$ cat src/rtl/bus_if.sv
// Signal bundle for the shared 4-master / 8-slave system bus.
// The master and slave modports give each agent's view, and fabric is the view of the bus itself.
interface bus_if #(
    parameter int WORD        = 32,
    parameter int WORD_ADDR_W = 30
);
    logic [3:0]             mreq;
    logic [3:0]             m_as;
    logic [3:0]             addrstr;
    logic [3:0]             rw;
    logic [WORD_ADDR_W-1:0] m0_addr;
    logic [WORD_ADDR_W-1:0] m1_addr;
    logic [WORD_ADDR_W-1:0] m2_addr;
    logic [WORD_ADDR_W-1:0] m3_addr;
    logic [WORD-1:0]        m0_rw_data;
    logic [WORD-1:0]        m1_rw_data;
    logic [WORD-1:0]        m2_rw_data;
    logic [WORD-1:0]        m3_rw_data;
    logic [WORD-1:0]        m_rd_data;
    logic                   m_rdy;
    logic [3:0]             grnt;

    logic [7:0]             rdy;
    logic [WORD-1:0]        s0_rd_data;
    logic [WORD-1:0]        s1_rd_data;
    logic [WORD-1:0]        s2_rd_data;
    logic [WORD-1:0]        s3_rd_data;
    logic [WORD-1:0]        s4_rd_data;
    logic [WORD-1:0]        s5_rd_data;
    logic [WORD-1:0]        s6_rd_data;
    logic [WORD-1:0]        s7_rd_data;
    logic [7:0]             s_chip;
    logic [WORD_ADDR_W-1:0] s_addr;
    logic                   s_as;
    logic                   s_rw;
    logic [WORD-1:0]        s_wr_data;

    modport master (
        output mreq, m_as, addrstr, rw,
        output m0_addr, m1_addr, m2_addr, m3_addr,
        output m0_rw_data, m1_rw_data, m2_rw_data, m3_rw_data,
        input  m_rd_data, m_rdy, grnt
    );

    modport slave (
        input  s_chip, s_addr, s_as, s_rw, s_wr_data,
        output rdy,
        output s0_rd_data, s1_rd_data, s2_rd_data, s3_rd_data,
        output s4_rd_data, s5_rd_data, s6_rd_data, s7_rd_data
    );

    modport fabric (
        input  mreq, m_as, addrstr, rw,
        input  m0_addr, m1_addr, m2_addr, m3_addr,
        input  m0_rw_data, m1_rw_data, m2_rw_data, m3_rw_data,
        output m_rd_data, m_rdy, grnt,
        output s_chip, s_addr, s_as, s_rw, s_wr_data,
        input  rdy,
        input  s0_rd_data, s1_rd_data, s2_rd_data, s3_rd_data,
        input  s4_rd_data, s5_rd_data, s6_rd_data, s7_rd_data
    );
endinterface

$ cat src/rtl/bus.sv
// Shared system bus: registered round-robin arbiter, master-to-slave mux,
// top-3-bit address decoder and slave-to-master read mux.
module bus #(
    parameter int WORD        = 32,
    parameter int WORD_ADDR_W = 30
) (
    input logic   Clk,
    input logic   Reset,
    bus_if.fabric b
);
    logic [3:0]             grnt_q;
    logic [3:0]             grnt_d;
    logic [1:0]             ptr_q;
    logic [1:0]             ptr_d;
    logic [1:0]             owner;
    logic                   owner_valid;
    logic [1:0]             cand;
    logic                   found;

    logic [WORD_ADDR_W-1:0] sel_addr;
    logic [WORD-1:0]        sel_wr_data;
    logic [2:0]             slave_idx;
    logic [WORD-1:0]        sel_rd_data;

    assign owner_valid = |grnt_q;

    always_comb begin
        owner = 2'd0;
        case (grnt_q)
            4'b0010: owner = 2'd1;
            4'b0100: owner = 2'd2;
            4'b1000: owner = 2'd3;
            default: owner = 2'd0;
        endcase
    end

    // The owner keeps the bus while it requests or locks; otherwise the search
    // starts just after the last owner, so release and re-grant share one edge.
    always_comb begin
        grnt_d = grnt_q;
        ptr_d  = ptr_q;
        found  = 1'b0;
        cand   = 2'd0;
        if (!(owner_valid && (b.mreq[owner] || b.addrstr[owner]))) begin
            grnt_d = 4'b0000;
            for (int i = 1; i <= 4; i++) begin
                cand = ptr_q + 2'(i);
                if (!found && b.mreq[cand]) begin
                    found  = 1'b1;
                    grnt_d = 4'b0001 << cand;
                    ptr_d  = cand;
                end
            end
        end
    end

    always_ff @(posedge Clk or posedge Reset) begin
        if (Reset) begin
            grnt_q <= 4'b0000;
            ptr_q  <= 2'd3;
        end else begin
            grnt_q <= grnt_d;
            ptr_q  <= ptr_d;
        end
    end

    always_comb begin
        sel_addr    = b.m0_addr;
        sel_wr_data = b.m0_rw_data;
        case (owner)
            2'd1: begin
                sel_addr    = b.m1_addr;
                sel_wr_data = b.m1_rw_data;
            end
            2'd2: begin
                sel_addr    = b.m2_addr;
                sel_wr_data = b.m2_rw_data;
            end
            2'd3: begin
                sel_addr    = b.m3_addr;
                sel_wr_data = b.m3_rw_data;
            end
            default: begin
                sel_addr    = b.m0_addr;
                sel_wr_data = b.m0_rw_data;
            end
        endcase
    end

    assign b.grnt      = grnt_q;
    assign b.s_addr    = owner_valid ? sel_addr : '0;
    assign b.s_wr_data = owner_valid ? sel_wr_data : '0;
    assign b.s_rw      = owner_valid & b.rw[owner];
    assign b.s_as      = owner_valid & b.m_as[owner];

    assign slave_idx   = b.s_addr[WORD_ADDR_W-1 -: 3];
    assign b.s_chip    = {7'b0, b.s_as} << slave_idx;

    always_comb begin
        sel_rd_data = b.s0_rd_data;
        case (slave_idx)
            3'd1:    sel_rd_data = b.s1_rd_data;
            3'd2:    sel_rd_data = b.s2_rd_data;
            3'd3:    sel_rd_data = b.s3_rd_data;
            3'd4:    sel_rd_data = b.s4_rd_data;
            3'd5:    sel_rd_data = b.s5_rd_data;
            3'd6:    sel_rd_data = b.s6_rd_data;
            3'd7:    sel_rd_data = b.s7_rd_data;
            default: sel_rd_data = b.s0_rd_data;
        endcase
    end

    assign b.m_rd_data = b.s_as ? sel_rd_data : '0;
    assign b.m_rdy     = b.s_as & b.rdy[slave_idx];
endmodule

$ cat src/flat_wrapper.sv
// flat-port wrapper written by rule: the top's interface ports become plain ports
module bus_flat 
#(
    parameter int WORD        = 32,
    parameter int WORD_ADDR_W = 30
)
  (Clk, Reset, b_mreq, b_m_as, b_addrstr, b_rw, b_m0_addr, b_m1_addr, b_m2_addr, b_m3_addr, b_m0_rw_data, b_m1_rw_data, b_m2_rw_data, b_m3_rw_data, b_m_rd_data, b_m_rdy, b_grnt, b_s_chip, b_s_addr, b_s_as, b_s_rw, b_s_wr_data, b_rdy, b_s0_rd_data, b_s1_rd_data, b_s2_rd_data, b_s3_rd_data, b_s4_rd_data, b_s5_rd_data, b_s6_rd_data, b_s7_rd_data);
  bus_if #(.WORD(WORD), .WORD_ADDR_W(WORD_ADDR_W)) b_i ();
  input logic Clk;
  input logic Reset;
  input wire logic [$bits(b_i.mreq)-1:0] b_mreq;
  input wire logic [$bits(b_i.m_as)-1:0] b_m_as;
  input wire logic [$bits(b_i.addrstr)-1:0] b_addrstr;
  input wire logic [$bits(b_i.rw)-1:0] b_rw;
  input wire logic [$bits(b_i.m0_addr)-1:0] b_m0_addr;
  input wire logic [$bits(b_i.m1_addr)-1:0] b_m1_addr;
  input wire logic [$bits(b_i.m2_addr)-1:0] b_m2_addr;
  input wire logic [$bits(b_i.m3_addr)-1:0] b_m3_addr;
  input wire logic [$bits(b_i.m0_rw_data)-1:0] b_m0_rw_data;
  input wire logic [$bits(b_i.m1_rw_data)-1:0] b_m1_rw_data;
  input wire logic [$bits(b_i.m2_rw_data)-1:0] b_m2_rw_data;
  input wire logic [$bits(b_i.m3_rw_data)-1:0] b_m3_rw_data;
  output wire logic [$bits(b_i.m_rd_data)-1:0] b_m_rd_data;
  output wire logic [$bits(b_i.m_rdy)-1:0] b_m_rdy;
  output wire logic [$bits(b_i.grnt)-1:0] b_grnt;
  output wire logic [$bits(b_i.s_chip)-1:0] b_s_chip;
  output wire logic [$bits(b_i.s_addr)-1:0] b_s_addr;
  output wire logic [$bits(b_i.s_as)-1:0] b_s_as;
  output wire logic [$bits(b_i.s_rw)-1:0] b_s_rw;
  output wire logic [$bits(b_i.s_wr_data)-1:0] b_s_wr_data;
  input wire logic [$bits(b_i.rdy)-1:0] b_rdy;
  input wire logic [$bits(b_i.s0_rd_data)-1:0] b_s0_rd_data;
  input wire logic [$bits(b_i.s1_rd_data)-1:0] b_s1_rd_data;
  input wire logic [$bits(b_i.s2_rd_data)-1:0] b_s2_rd_data;
  input wire logic [$bits(b_i.s3_rd_data)-1:0] b_s3_rd_data;
  input wire logic [$bits(b_i.s4_rd_data)-1:0] b_s4_rd_data;
  input wire logic [$bits(b_i.s5_rd_data)-1:0] b_s5_rd_data;
  input wire logic [$bits(b_i.s6_rd_data)-1:0] b_s6_rd_data;
  input wire logic [$bits(b_i.s7_rd_data)-1:0] b_s7_rd_data;
  assign b_i.mreq = b_mreq;
  assign b_i.m_as = b_m_as;
  assign b_i.addrstr = b_addrstr;
  assign b_i.rw = b_rw;
  assign b_i.m0_addr = b_m0_addr;
  assign b_i.m1_addr = b_m1_addr;
  assign b_i.m2_addr = b_m2_addr;
  assign b_i.m3_addr = b_m3_addr;
  assign b_i.m0_rw_data = b_m0_rw_data;
  assign b_i.m1_rw_data = b_m1_rw_data;
  assign b_i.m2_rw_data = b_m2_rw_data;
  assign b_i.m3_rw_data = b_m3_rw_data;
  assign b_m_rd_data = b_i.m_rd_data;
  assign b_m_rdy = b_i.m_rdy;
  assign b_grnt = b_i.grnt;
  assign b_s_chip = b_i.s_chip;
  assign b_s_addr = b_i.s_addr;
  assign b_s_as = b_i.s_as;
  assign b_s_rw = b_i.s_rw;
  assign b_s_wr_data = b_i.s_wr_data;
  assign b_i.rdy = b_rdy;
  assign b_i.s0_rd_data = b_s0_rd_data;
  assign b_i.s1_rd_data = b_s1_rd_data;
  assign b_i.s2_rd_data = b_s2_rd_data;
  assign b_i.s3_rd_data = b_s3_rd_data;
  assign b_i.s4_rd_data = b_s4_rd_data;
  assign b_i.s5_rd_data = b_s5_rd_data;
  assign b_i.s6_rd_data = b_s6_rd_data;
  assign b_i.s7_rd_data = b_s7_rd_data;
  bus #(.WORD(WORD), .WORD_ADDR_W(WORD_ADDR_W)) u_core (.Clk(Clk), .Reset(Reset), .b(b_i));
endmodule
$ cat config.mk
export PLATFORM = sky130hd
export DESIGN_NAME = bus_flat
export DESIGN_NICKNAME = d
export VERILOG_FILES = /design/src/rtl/bus_if.sv /design/src/rtl/bus.sv /design/src/flat_wrapper.sv
export SDC_FILE = /design/constraint.sdc
export NUM_CORES = 1
export LEC_CHECK = 0
export ABC_AREA = 0
export ABC_CLOCK_PERIOD_IN_PS = 3500
export BUFFER_PORTS_ARGS = -buffer_cell sky130_fd_sc_hd__buf_2
export CAP_MARGIN = 20
export CORE_AREA = 5 5 242 244
export DETAILED_ROUTE_END_ITERATION = 12
export DIE_AREA = 0 0 247 249
export SLEW_MARGIN = 20
export SYNTH_ARGS = -nofsm -noshare
export SYNTH_HDL_FRONTEND = slang
export SYNTH_SLANG_ARGS = --single-unit
$ cat constraint.sdc
create_clock -name Clk -period 3.5 [get_ports Clk]
set_input_delay 0 -clock Clk [delete_from_list [all_inputs] [get_ports Clk]]
set_output_delay 0 -clock Clk [all_outputs]
set_load 0.005 [all_outputs]
==> results.cfg <==
[status]
status = completed

[place]
hpwl_mm = 47.06
place_area_sq_mm = 0.008671
portBuffers = 638
gp_congestion = 0.9733

[setup_path]
crit_family = compound AO/OA/AOI/OAI gates
worstPathArrival_ns = 3.26
startpoint_type = flip-flop
cp_slowest_cell = dfrtp_1
cp_max_fo = 27
cp_cell_sequence = nor2_1, a21boi_0, a211o_1, nand3_2, inv_2, buf_4, a2bb2oi_1, o21ai_1, a21oi_1, buf_2
required_ns = 3.50
cp_num_buf_inv = 3
end_kind = output port
cpPeakStageDelay_ns = 0.55
critPathKind = flip-flop to output port

[clock_tree]
cts-root-buf = clkbuf_16
clockBufferDepth = 2
cts_buffers = 3
path_clk_slew_ns = 0.04
cts_tree = done
cts_setup_buffers = 0
cts_sinks = 6
cts_resized = 0
cts_htree_levels = 1
cts_hold_buf = 1
clkLatencyLatePin_ns = 0.23

[global_routing]
grt_pass1_wl_mm = 69.10
grt_most_used_layer = met2
grt_pass1_vias = 8699
gr-usage-met2 = 0.2826
grt_overflow = 0
grt_start_max_net_pins = 61
grt_use_total = 0.1580
met3_usage = 0.03144
met1_usage = 0.1838
antenna_found_initial = 50

[layout]
final_nets = 1803
postLayoutCellArea_sq_mm = 0.008802
fillers = 6582
syn_to_final_growth_pct = 94.07
multi_input_area_sq_mm = 0.004099
layout.area.seq_sq_um = 152.6
drive_gt1_frac = 0.5530

[synth]
async_flop_share = 1.000
ys_ff_latch = 6
seq_area_frac_synth = 0.03366
synth_area_sq_mm = 0.004536
synth-main-ff-cell = dfrtp_1
yosysUniqueCellTypes = 63
ys_warn_count = 0
syn_inst = 673
synth_edf_count = 0
syn_avg_cell_area_sq_um = 6.739
syn_nets = 1211

[pwr]
vdd_ir_drop_max_mv = 0.4006
powerDensity_mw_per_mm2 = 1044
leakage_nw = 4.336

[job]
drv_cap = 0

[sta]
fin_crit_ns = 3.263
setup-tns-final_ns = 0
rsz0062_at_grt = false
setup-violations-final = 0
tightest_slew_ns = 0.7427
fin_skew_ns = 0.001690
hold_viol = 0
slew_viol_final = 0
finalCritPeriodShare = 0.9322
fmax_mhz = 306.5
slew_headroom = 0.5049

[floorplanning]
core-area_sq_mm = 0.05606
die_w_microns = 247
num_io_pins = 639
dieArea_sq_mm = 0.06150
initial_core_util = 0.08091
num_rows = 87
fp.dieH_microns = 249

[hold_path]
hold_path.class = input port to async pin

[routing]
drt_pre_antenna_iters = 10
antenna_left = 0
vias = 8901
first_iter_violations = 809
route.detailed.drc = 0
routed_wirelength_mm = 53.24
post_drt_wl_per_cell_microns = 26.14
via_per_inst = 4.370
synthesized netlist by cell type (8+ instances only):
library cell	n	share of area
nor2_1	14	0.012
a221o_1	31	0.068
inv_1	8	0.0066
a2bb2oi_1	62	0.12
a222oi_1	59	0.13
mux2i_1	33	0.073
o21ai_1	30	0.033
a21oi_1	98	0.11
o21ai_0	44	0.049
nand3_1	33	0.036
nand2_1	74	0.061
ha_1	8	0.022
clkbuf_1	47	0.039
a211oi_1	8	0.013
buf_1	9	0.0074
buf_2	22	0.024
layer usage:
metal,up-vias,part of all wire,wire length [microns]
met5,-,0.0018,96
met4,16,0.037,1968
met3,111,0.098,5217
met2,700,0.49,26300
met1,4101,0.37,19670
li1,3973,-,-
layout by cell type (no fill, tap or decap), types with 5 or more instances in the layout:
cell type / instances
nand3b_1: 6
nand3_1: 33
buf_4: 27
a222oi_1: 59
buf_2: 638
nand2_1: 74
o21ai_0: 44
o21ai_1: 30
a21oi_1: 98
inv_1: 7
diode_2: 17
nor3_1: 7
a2bb2oi_1: 62
o22ai_1: 5
nor2_1: 14
a221o_1: 31
a22oi_1: 5
a211oi_1: 7
ha_1: 8
mux2i_1: 33
stage by stage:
stage / util / hold slack, ns / cells / setup slack (ns) / total power [mW]
5_1_grt: 0.1568 / 0.2894 / 2032 / 0.02374 / 9.919
4_1_cts: 0.1563 / 0.2706 / 2020 / 0.2420 / 9.316
2_1_floorplan: - / -0.2105 / 673 / 1.210 / 5.090
6_report: 0.1570 / 0.2607 / 2037 / 0.2374 / 9.189
3_3_place_gp: 0.1547 / -0.07228 / 2015 / 0.4447 / 9.110
3_5_place_dp: 0.1547 / -0.07586 / 2015 / 0.4168 / 9.087
worst min-delay path: cells and delay by family:
family	cells	cell delay (ns)
buffers and inverters	3	0.85
registers in the layout (all words and copies together), names as in the netlist:
name,flops
u_core.b.grnt,4
u_core.ptr_q,2
cells by family after synthesis:
family / share of synthesized area
flops: 0.03366
xor+xnor: 0.003863
buf+inv: 0.08386
fa+ha+maj: 0.02207
compound gates: 0.6006
mux: 0.08524
simple gates: 0.1708
worst paths after layout:
kind	from	endpoint	slack, ns	cells past startpoint
max	u_core.b.grnt[0]	b_m_rd_data[11]	0.24	10
min	Reset	u_core.b.grnt[0]	0.26	3
max reg2reg	u_core.b.grnt[2]	u_core.ptr_q[0]	0.58	7
min reg2reg	u_core.ptr_q[1]	u_core.ptr_q[1]	0.76	2
max in group asynchronous	Reset	u_core.ptr_q[0]	2.98	3
min in group Clk	b_mreq[0]	u_core.ptr_q[1]	0.29	5
where the power goes:
group          total (mW)  switching, mW  internal [mW]  leakage, nW
clock               0.194         0.0424          0.151       0.0383
combinational        8.78           5.41           3.36         4.23
sequential          0.219          0.103          0.116       0.0714
layout make-up:
cell class	instances	area share
tap	756	0.1075
sequential	6	0.01734
antenna	17	0.004833
inverter	10	0.004264
clock buffer	4	0.008955
multi-input combinational	576	0.4657
timing repair buffer	668	0.3915
No activity file was read; power rests on OpenSTA's default activity.
